<file path="config.mk">
export PLATFORM = sky130hd
export DESIGN_NAME = gf180mcu_fd_sc_mcu7t5v0__clkdiv_gen_flat
export DESIGN_NICKNAME = d
export VERILOG_FILES = /design/src/rtl/gf180mcu_fd_sc_mcu7t5v0__clkdiv_gen_if.sv /design/src/rtl/gf180mcu_fd_sc_mcu7t5v0__clkdiv_gen.sv /design/src/flat_wrapper.sv
export SDC_FILE = /design/constraint.sdc
export NUM_CORES = 1
export LEC_CHECK = 0
export ABC_AREA = 0
export ABC_CLOCK_PERIOD_IN_PS = 7200
export BUFFER_PORTS_ARGS = -buffer_cell sky130_fd_sc_hd__buf_2
export CORE_ASPECT_RATIO = 2
export CORE_MARGIN = 2
export CORE_UTILIZATION = 24
export CTS_CLUSTER_SIZE = 24
export DETAILED_ROUTE_END_ITERATION = 8
export GPL_ROUTABILITY_DRIVEN = 0
export HOLD_SLACK_MARGIN = 0.06
export PLACE_DENSITY_LB_ADDON = 0.1
export SLEW_MARGIN = 10
export SYNTH_ARGS = -nofsm -noshare
export SYNTH_HDL_FRONTEND = slang
export SYNTH_SLANG_ARGS = --single-unit
</file>
<file path="constraint.sdc">
create_clock -name CLK -period 7.2 [get_ports CLK]
set_input_delay 0.72 -clock CLK [delete_from_list [all_inputs] [get_ports CLK]]
set_output_delay 0.72 -clock CLK [all_outputs]
set_load 0.01 [all_outputs]
</file>
<file path="src/rtl/gf180mcu_fd_sc_mcu7t5v0__clkdiv_gen_if.sv">
// Control/status bundle for the programmable clock divider.
// TICK is present only when GF180MCU_CLKDIV_TICK_EN is defined.
interface gf180mcu_fd_sc_mcu7t5v0__clkdiv_gen_if #(
    parameter int WIDTH = 8
);
    logic             EN;
    logic             LOAD;
    logic [WIDTH-1:0] DIV;
    logic             Z;
    logic             PEND;
    logic             ACK;
`ifdef GF180MCU_CLKDIV_TICK_EN
    logic             TICK;

    modport master (output EN, LOAD, DIV, input Z, PEND, ACK, TICK);
    modport slave  (input EN, LOAD, DIV, output Z, PEND, ACK, TICK);
`else
    modport master (output EN, LOAD, DIV, input Z, PEND, ACK);
    modport slave  (input EN, LOAD, DIV, output Z, PEND, ACK);
`endif
endinterface

</file>
<file path="src/rtl/gf180mcu_fd_sc_mcu7t5v0__clkdiv_gen.sv">
// Programmable integer clock divider with a registered, glitch-free output.
// Optional TICK (pulse on each Z rise) is built when GF180MCU_CLKDIV_TICK_EN is defined.
module gf180mcu_fd_sc_mcu7t5v0__clkdiv_gen #(
    parameter int WIDTH = 8
) (
    input  logic CLK,
    input  logic RST,
    gf180mcu_fd_sc_mcu7t5v0__clkdiv_gen_if.slave bus
);
    typedef enum logic [1:0] {ST_STOP, ST_RUN, ST_DRAIN} state_t;

    state_t           state;
    logic [WIDTH-1:0] p;
    logic [WIDTH-1:0] ratio;
    logic [WIDTH-1:0] pend_ratio;
    logic             pend;
    logic             z;
    logic             ack;
    logic [WIDTH-1:0] p_next;
    logic [WIDTH:0]   high_len;
    logic             wrap;
    logic             z_cnt;
    logic             z_d;
    logic             apply;

    function automatic logic [WIDTH-1:0] clamp_ratio(input logic [WIDTH-1:0] d);
        return (d < WIDTH'(2)) ? WIDTH'(2) : d;
    endfunction

    assign wrap     = (p == ratio - WIDTH'(1));
    assign p_next   = wrap ? '0 : p + WIDTH'(1);
    assign high_len = ({1'b0, ratio} + (WIDTH+1)'(1)) >> 1;
    assign z_cnt    = ({1'b0, p_next} < high_len);
    // New ratios land only on a period boundary, or right away when stopped.
    assign apply    = pend && ((state == ST_STOP) || wrap);

    always_comb begin
        z_d = z_cnt;
        case (state)
            ST_STOP:  z_d = bus.EN;
            ST_DRAIN: if (!bus.EN && wrap) z_d = 1'b0;
            default:  z_d = z_cnt;
        endcase
    end

    always_ff @(posedge CLK) begin
        if (RST) begin
            state <= ST_STOP;
            p     <= '0;
            ratio <= WIDTH'(2);
            pend  <= 1'b0;
            z     <= 1'b0;
            ack   <= 1'b0;
        end else begin
            z   <= z_d;
            ack <= apply;
            if (apply) ratio <= pend_ratio;
            if (bus.LOAD) pend <= 1'b1;
            else if (apply) pend <= 1'b0;
            case (state)
                ST_STOP: begin
                    p <= '0;
                    if (bus.EN) state <= ST_RUN;
                end
                ST_RUN: begin
                    p <= p_next;
                    if (!bus.EN) state <= ST_DRAIN;
                end
                ST_DRAIN: begin
                    p <= p_next;
                    if (bus.EN) state <= ST_RUN;
                    else if (wrap) state <= ST_STOP;
                end
                default: begin
                    state <= ST_STOP;
                    p     <= '0;
                end
            endcase
        end
    end

    // Pending ratio value is data; only its flag is reset.
    always_ff @(posedge CLK) begin
        if (bus.LOAD) pend_ratio <= clamp_ratio(bus.DIV);
    end

    assign bus.Z    = z;
    assign bus.PEND = pend;
    assign bus.ACK  = ack;

`ifdef GF180MCU_CLKDIV_TICK_EN
    logic tick;

    always_ff @(posedge CLK) begin
        if (RST) tick <= 1'b0;
        else     tick <= z_d & ~z;
    end

    assign bus.TICK = tick;
`endif
endmodule

</file>
<file path="src/flat_wrapper.sv">
// flat-port wrapper written by rule: the top's interface ports become plain ports
module gf180mcu_fd_sc_mcu7t5v0__clkdiv_gen_flat 
#(
    parameter int WIDTH = 8
)
  (CLK, RST, bus_EN, bus_LOAD, bus_DIV, bus_Z, bus_PEND, bus_ACK);
  gf180mcu_fd_sc_mcu7t5v0__clkdiv_gen_if #(.WIDTH(WIDTH)) bus_i ();
  input  logic CLK;
  input  logic RST;
  input wire logic [$bits(bus_i.EN)-1:0] bus_EN;
  input wire logic [$bits(bus_i.LOAD)-1:0] bus_LOAD;
  input wire logic [$bits(bus_i.DIV)-1:0] bus_DIV;
  output wire logic [$bits(bus_i.Z)-1:0] bus_Z;
  output wire logic [$bits(bus_i.PEND)-1:0] bus_PEND;
  output wire logic [$bits(bus_i.ACK)-1:0] bus_ACK;
  assign bus_i.EN = bus_EN;
  assign bus_i.LOAD = bus_LOAD;
  assign bus_i.DIV = bus_DIV;
  assign bus_Z = bus_i.Z;
  assign bus_PEND = bus_i.PEND;
  assign bus_ACK = bus_i.ACK;
  gf180mcu_fd_sc_mcu7t5v0__clkdiv_gen #(.WIDTH(WIDTH)) u_core (.CLK(CLK), .RST(RST), .bus(bus_i));
endmodule
</file>
# Word-level counts from Yosys, hierarchy flattened
# Cells that the tools add are included.
# classes
add_sub_neg	3
n_lt_le_gt_ge	2
eq_ne	6
muxes	10
n_bitwise	1
n_reduce_logical	9
# ops
operator	n
8-bit by 1-bit adder with 9-bit output (second input constant)	1
8-bit by 1-bit adder with 8-bit output (second input constant)	1
8-bit equality test	1
8-bit by 2-bit < comparator with 1-bit output (second input constant)	1
8-bit < comparator	1
2-bit 2-to-1 mux	4
8-bit 2-to-1 mux	1
8-bit by 1-bit subtractor with 8-bit output (second input constant)	1
2-bit case mux with 3 select lines	1
2-bit != test (second input constant)	2
2-bit OR reduction	2
1-bit 2-to-1 mux	3
3-bit by 2-bit != test with 1-bit output (second input constant)	1
3-bit AND reduction	1
2-bit by 1-bit equality test with 1-bit output (second input constant)	1
2-bit equality test (second input constant)	1
1-bit logical AND	2
2-bit zero test	1
1-bit case mux with 2 select lines	1
2-bit nonzero test	1
1-bit zero test	1
1-bit logical OR	1
1-bit NOT	1
# word_totals
reg_bits	29
in_bits	12
output_inout_bits	3

# Longest topological paths before layout
# logic_depth
depth_word	6
ltp_mapped	16

# Worst setup path before layout
# OpenSTA, ideal clock, no wires.
# synth_path
path_type	register to register
start	register u_core.ratio[0]
end	register u_core.z (netlist: u_core.bus.Z)
arrival_ns	3.344
required_ns	7.130
slack_ns	3.786
path_stages_with_launch	17
path_buffers	2
synth_period_minus_slack_ns	3.414
path_cell_list	dfxtp_1 > buf_2 > inv_1 > ha_1 > o21bai_1 > a2111oi_2 > a311oi_2 > a2111oi_4 > buf_4 > nor2_1 > ha_1 > a21o_1 > a21o_1 > a21oi_1 > nor2_1 > o32a_1 > a21oi_1
# synth_between
elab_chain_cells	6
word_cells_on_any_way	8
cone_classes	add/sub (2); order compare (1); eq/ne (1); mux (3); reduce/logical (1)
# synth_rtl
item	line	source
start, declared	gf180mcu_fd_sc_mcu7t5v0__clkdiv_gen.sv:14	logic [WIDTH-1:0] ratio;
start signal, assigned	gf180mcu_fd_sc_mcu7t5v0__clkdiv_gen.sv:57	if (apply) ratio <= pend_ratio;
8-bit by 1-bit subtractor with 8-bit output *	gf180mcu_fd_sc_mcu7t5v0__clkdiv_gen.sv:30	assign wrap = (p == ratio - WIDTH'(1));
8-bit equality test *	gf180mcu_fd_sc_mcu7t5v0__clkdiv_gen.sv:30	
8-bit 2-to-1 mux *	gf180mcu_fd_sc_mcu7t5v0__clkdiv_gen.sv:31	assign p_next = wrap ? '0 : p + WIDTH'(1);
named net u_core.p_next[5]	gf180mcu_fd_sc_mcu7t5v0__clkdiv_gen.sv:19	logic [WIDTH-1:0] p_next;
8-bit < comparator *	gf180mcu_fd_sc_mcu7t5v0__clkdiv_gen.sv:33	assign z_cnt = ({1'b0, p_next} < high_len);
1-bit 2-to-1 mux	gf180mcu_fd_sc_mcu7t5v0__clkdiv_gen.sv:41	ST_DRAIN: if (!bus.EN && wrap) z_d = 1'b0;
1-bit case mux with 2 select lines *	gf180mcu_fd_sc_mcu7t5v0__clkdiv_gen.sv:39	case (state)
end signal, assigned	gf180mcu_fd_sc_mcu7t5v0__clkdiv_gen.sv:55	z <= z_d;
end, declared	gf180mcu_fd_sc_mcu7t5v0__clkdiv_gen.sv:17	logic z;
# Mark *: on every way through the listed nets, which the timed path passes. The rest lies on a longest branch.
# A chain may end at the register's enable or synchronous reset.

# Worst setup path after layout
# Ends and elaborated chain as after synthesis.

==> metrics.md <==
| Metric | Value |
|---|---|
| Final setup margin | 3.33 ns |
| Period utilization | 0.537 |
| CTS Root Cell | clkbuf_16 |
| Initial DRC Count | 35 |
| Slew headroom | 0.398 |
| Sw Pwr | 0.133 mW |
| Synth warn | 0 |
| Max frequency | 259 MHz |
| Final hold violation count | 0 |
| Placed Area | 0.00201 mm² |
| Area of the multi-input gates | 0.00114 mm² |
| Initial antenna violation count | 0 |
| Drt pass-1 iters | 4 |
| Final net count | 235 |
| Seq/Total Area, Yosys | 0.347 |
| Syn Nets | 231 |
| FF-to-FF path depth | 14 |
| I/O pins | 15 |
| CP required | 7.40 ns |
| Post-Synth Adder-Cell Area | 0.0985 |
| Largest net degree at the start of global routing | 25 |
| Ys flop type | dfxtp_1 |
| TNS Setup | 0 ns |
| Cells after DPL | 297 |
| Vias in the first global route | 1396 |
| Total CTS buffers | 5 |
| Area grow syn2layout | 13.9% |
| Num Clock Sinks | 29 |
| Die H | 130 µm |
| Cell row count | 46 |
| Comb power frac | 0.177 |
| Post-cts resize count | 0 |
| Fin area | 0.00217 mm² |
| Final setup viols | 0 |
| Post-route minimum period | 3.87 ns |
| Hold depth | 2 |
| Clk buf depth | 2 |
| Most frequent cells in the layout | 23 x nor2_1, 22 x nand2b_1, 21 x dfxtp_1 |
| DPL Wire Length | 3020 µm |
| Hold Crit Endpoint | u_core.ratio[1]$_SDFFE_PP1P_ |
| Core Area | 0.00783 mm² |
| Worst Path Class, Setup | reg -> reg |
| Synth Area in Simple Gates | 0.234 |
| Status | finished clean |
| Distinct cells, synth | 43 |
| LEAKAGE | 0.881 nW |
| CTS tree | done |
| Mapped cell area | 0.00191 mm² |
| Setup bufs post-CTS | 0 |
| Clk slew on worst S/H paths | 0.05 ns |
| Dpl ws | 3.33 ns |
| Die Area | 0.00871 mm² |
| ANT cells | 0 |
| Post-synthesis average cell area | 9.34 µm² |
| Post-synthesis mux area share | 0.0525 |
| Clock network power share | 0.446 |
| Min-delay src | u_core.pend_ratio[1]$_SDFFCE_PN1P_ |
| Switch share | 0.257 |
| Flip-flop and latch area | 661 µm² |
| Compound-Gate Fraction of Synth Area | 0.114 |
| Total wire length | 3870 µm |
| Initial core utilization | 0.243 |
| R2r startpoint | u_core.ratio[0]$_SDFFE_PP0P_ |
| Clk_lat worst skew | 0.27 ns |
| Largest family of logic cells by synthesized area | simple AND/OR/NAND/NOR gates |
| Clock Skews | 0.00490 ns |
| Total power | 0.519 mW |
| HP Class | reg -> reg |
| Slew @ Worst Pin | 0.904 ns |
| Post-synth EDFFs | 8 |
| Cells after Synth | 204 |
| Non-Filler Instances | 305 |
| P per Cell Area | 239 mW/mm² |
| Fill cells | 874 |
| Via count | 1356 |
| Int Power | 0.385 mW |
| Total grt overflow | 0 |
| Commonest non-fill, non-tap cell in the layout | nor2_1 |
| Hold WS | 0.508 ns |
| # hold bufs at CTS | 0 |
| CP arrival | 4.07 ns |
| H-tree Lvls | 2 |
| DRC viols | 0 |
| Maximum vdd drop | 0.0973 mV |
| DR WL/cell | 12.7 µm |
| Vias/cell | 4.45 |
| Ys async rst share | 0 |
| Xor/xnor share of the synthesized area | 0.101 |
| R2R Setup Slk | 3.33 ns |
| Global-route wire length before repair | 6510 µm |
| Reg power frac | 0.378 |
| Crit path capture type | flop |
| Layout cells sized above 1 | 0.134 |
| Register bit total from synthesis | 29 |
| RR Endpoint | u_core.bus.Z$_SDFF_PP0_ |
| Die X | 67.0 µm |
| Final core occ | 0.277 |
| Buffers added on ports | 14 |
| Max-cap viol count | 0 |
| CP max FO | 16 |
| Routed Antenna Nets | 0 |
| Critical Path Start Type | flop |
| RSZ-0062 raised after global routing | no |
| Pins Over Slew Limit | 0 |
| GRT Overall Usage | 0.0994 |
==> state kept, by name (all words and copies together), names as in the netlist <==
register / cells
u_core.bus.PEND: 1
u_core.bus.ACK: 1
u_core.pend_ratio: 8
u_core.ratio: 8
u_core.p: 8
u_core.state: 2
u_core.bus.Z: 1
==> final cells by class <==
class	count	share of cell area
clock buffers	6	0.0594
repair buffers	14	0.0323
multi-input cells	154	0.526
well taps	96	0.0553
clock inverters	2	0.0156
inverters	4	0.00692
flip-flops and latches	29	0.304
==> cells in the mapped netlist (2+ instances only) <==
library cell,count,area share
nor3_1,4,0.011
buf_6,2,0.012
nor3b_1,2,0.0079
xnor2_1,7,0.032
and2_1,3,0.0099
a211oi_1,2,0.0079
a21oi_1,4,0.011
nor2b_1,2,0.0066
nand2_1,6,0.012
edfxtp_1,8,0.13
buf_2,4,0.011
nand4_1,4,0.013
o21ai_0,2,0.0053
nand3_1,8,0.021
o21a_1,2,0.0079
a21o_1,2,0.0079
mux2i_1,10,0.053
nand3b_1,2,0.0079
ha_1,15,0.098
o21ba_2,2,0.011
nor2_1,23,0.045
inv_1,4,0.0079
clkbuf_1,10,0.020
dfxtp_1,21,0.22
xor2_1,15,0.069
and3_1,2,0.0066
nand2b_1,22,0.072
==> worst max path at each step <==
stage	from	endpoint	slack (ns)	depth (start not counted)
2_1_floorplan	u_core.ratio[0]$_SDFFE_PP0P_	u_core.bus.Z$_SDFF_PP0_	3.79	16
3_3_place_gp	u_core.ratio[0]$_SDFFE_PP0P_	u_core.bus.Z$_SDFF_PP0_	3.41	14
3_5_place_dp	u_core.ratio[0]$_SDFFE_PP0P_	u_core.bus.Z$_SDFF_PP0_	3.33	14
4_1_cts	u_core.ratio[0]$_SDFFE_PP0P_	u_core.bus.Z$_SDFF_PP0_	3.28	14
5_1_grt	u_core.ratio[0]$_SDFFE_PP0P_	u_core.bus.Z$_SDFF_PP0_	2.91	14
6_report	u_core.ratio[0]$_SDFFE_PP0P_	u_core.bus.Z$_SDFF_PP0_	3.33	14
==> logic make-up after synthesis <==
| group | after synthesis |
|---|---|
| AO/OA/AOI/OAI | 25 |
| XOR/XNOR | 22 |
| adder cells (fa/ha/maj) | 15 |
| buffers and inverters | 21 |
| flip-flops | 29 |
| multiplexers | 10 |
| AND/OR/NAND/NOR | 82 |
==> worst max-delay path: stages, from the launching register on <==
cell and delay, ns:
dfxtp_1 0.53, inv_1 0.08, ha_1 0.27, o21bai_1 0.19, a2111oi_2 0.41, a311oi_2 0.10
a2111oi_4 0.82, nor2_1 0.09, ha_1 0.34, a21o_1 0.18, a21o_1 0.17, a21oi_1 0.18
nor2_1 0.06, o32a_1 0.28, a21oi_1 0.11
==> metal layers <==
metal	vias to the layer above	global-route usage	wire length (µm)
li1	703	-	-
met5	-	0	0
met1	635	0.121	1800
met4	0	0.0360	57
met2	12	0.169	1950
met3	6	0.0207	60
==> power by group through the flow <==
stage | logic [mW] | registers (mW) | clock network [mW]
6_report | 0.0917 | 0.196 | 0.231
3_3_place_gp | 0.0929 | 0.200 | 0
3_5_place_dp | 0.0930 | 0.199 | 0
2_1_floorplan | 0.0812 | 0.192 | 0
4_1_cts | 0.0937 | 0.196 | 0.238
5_1_grt | 0.104 | 0.198 | 0.245
Note: power is estimated with default switching activity, not from simulation.
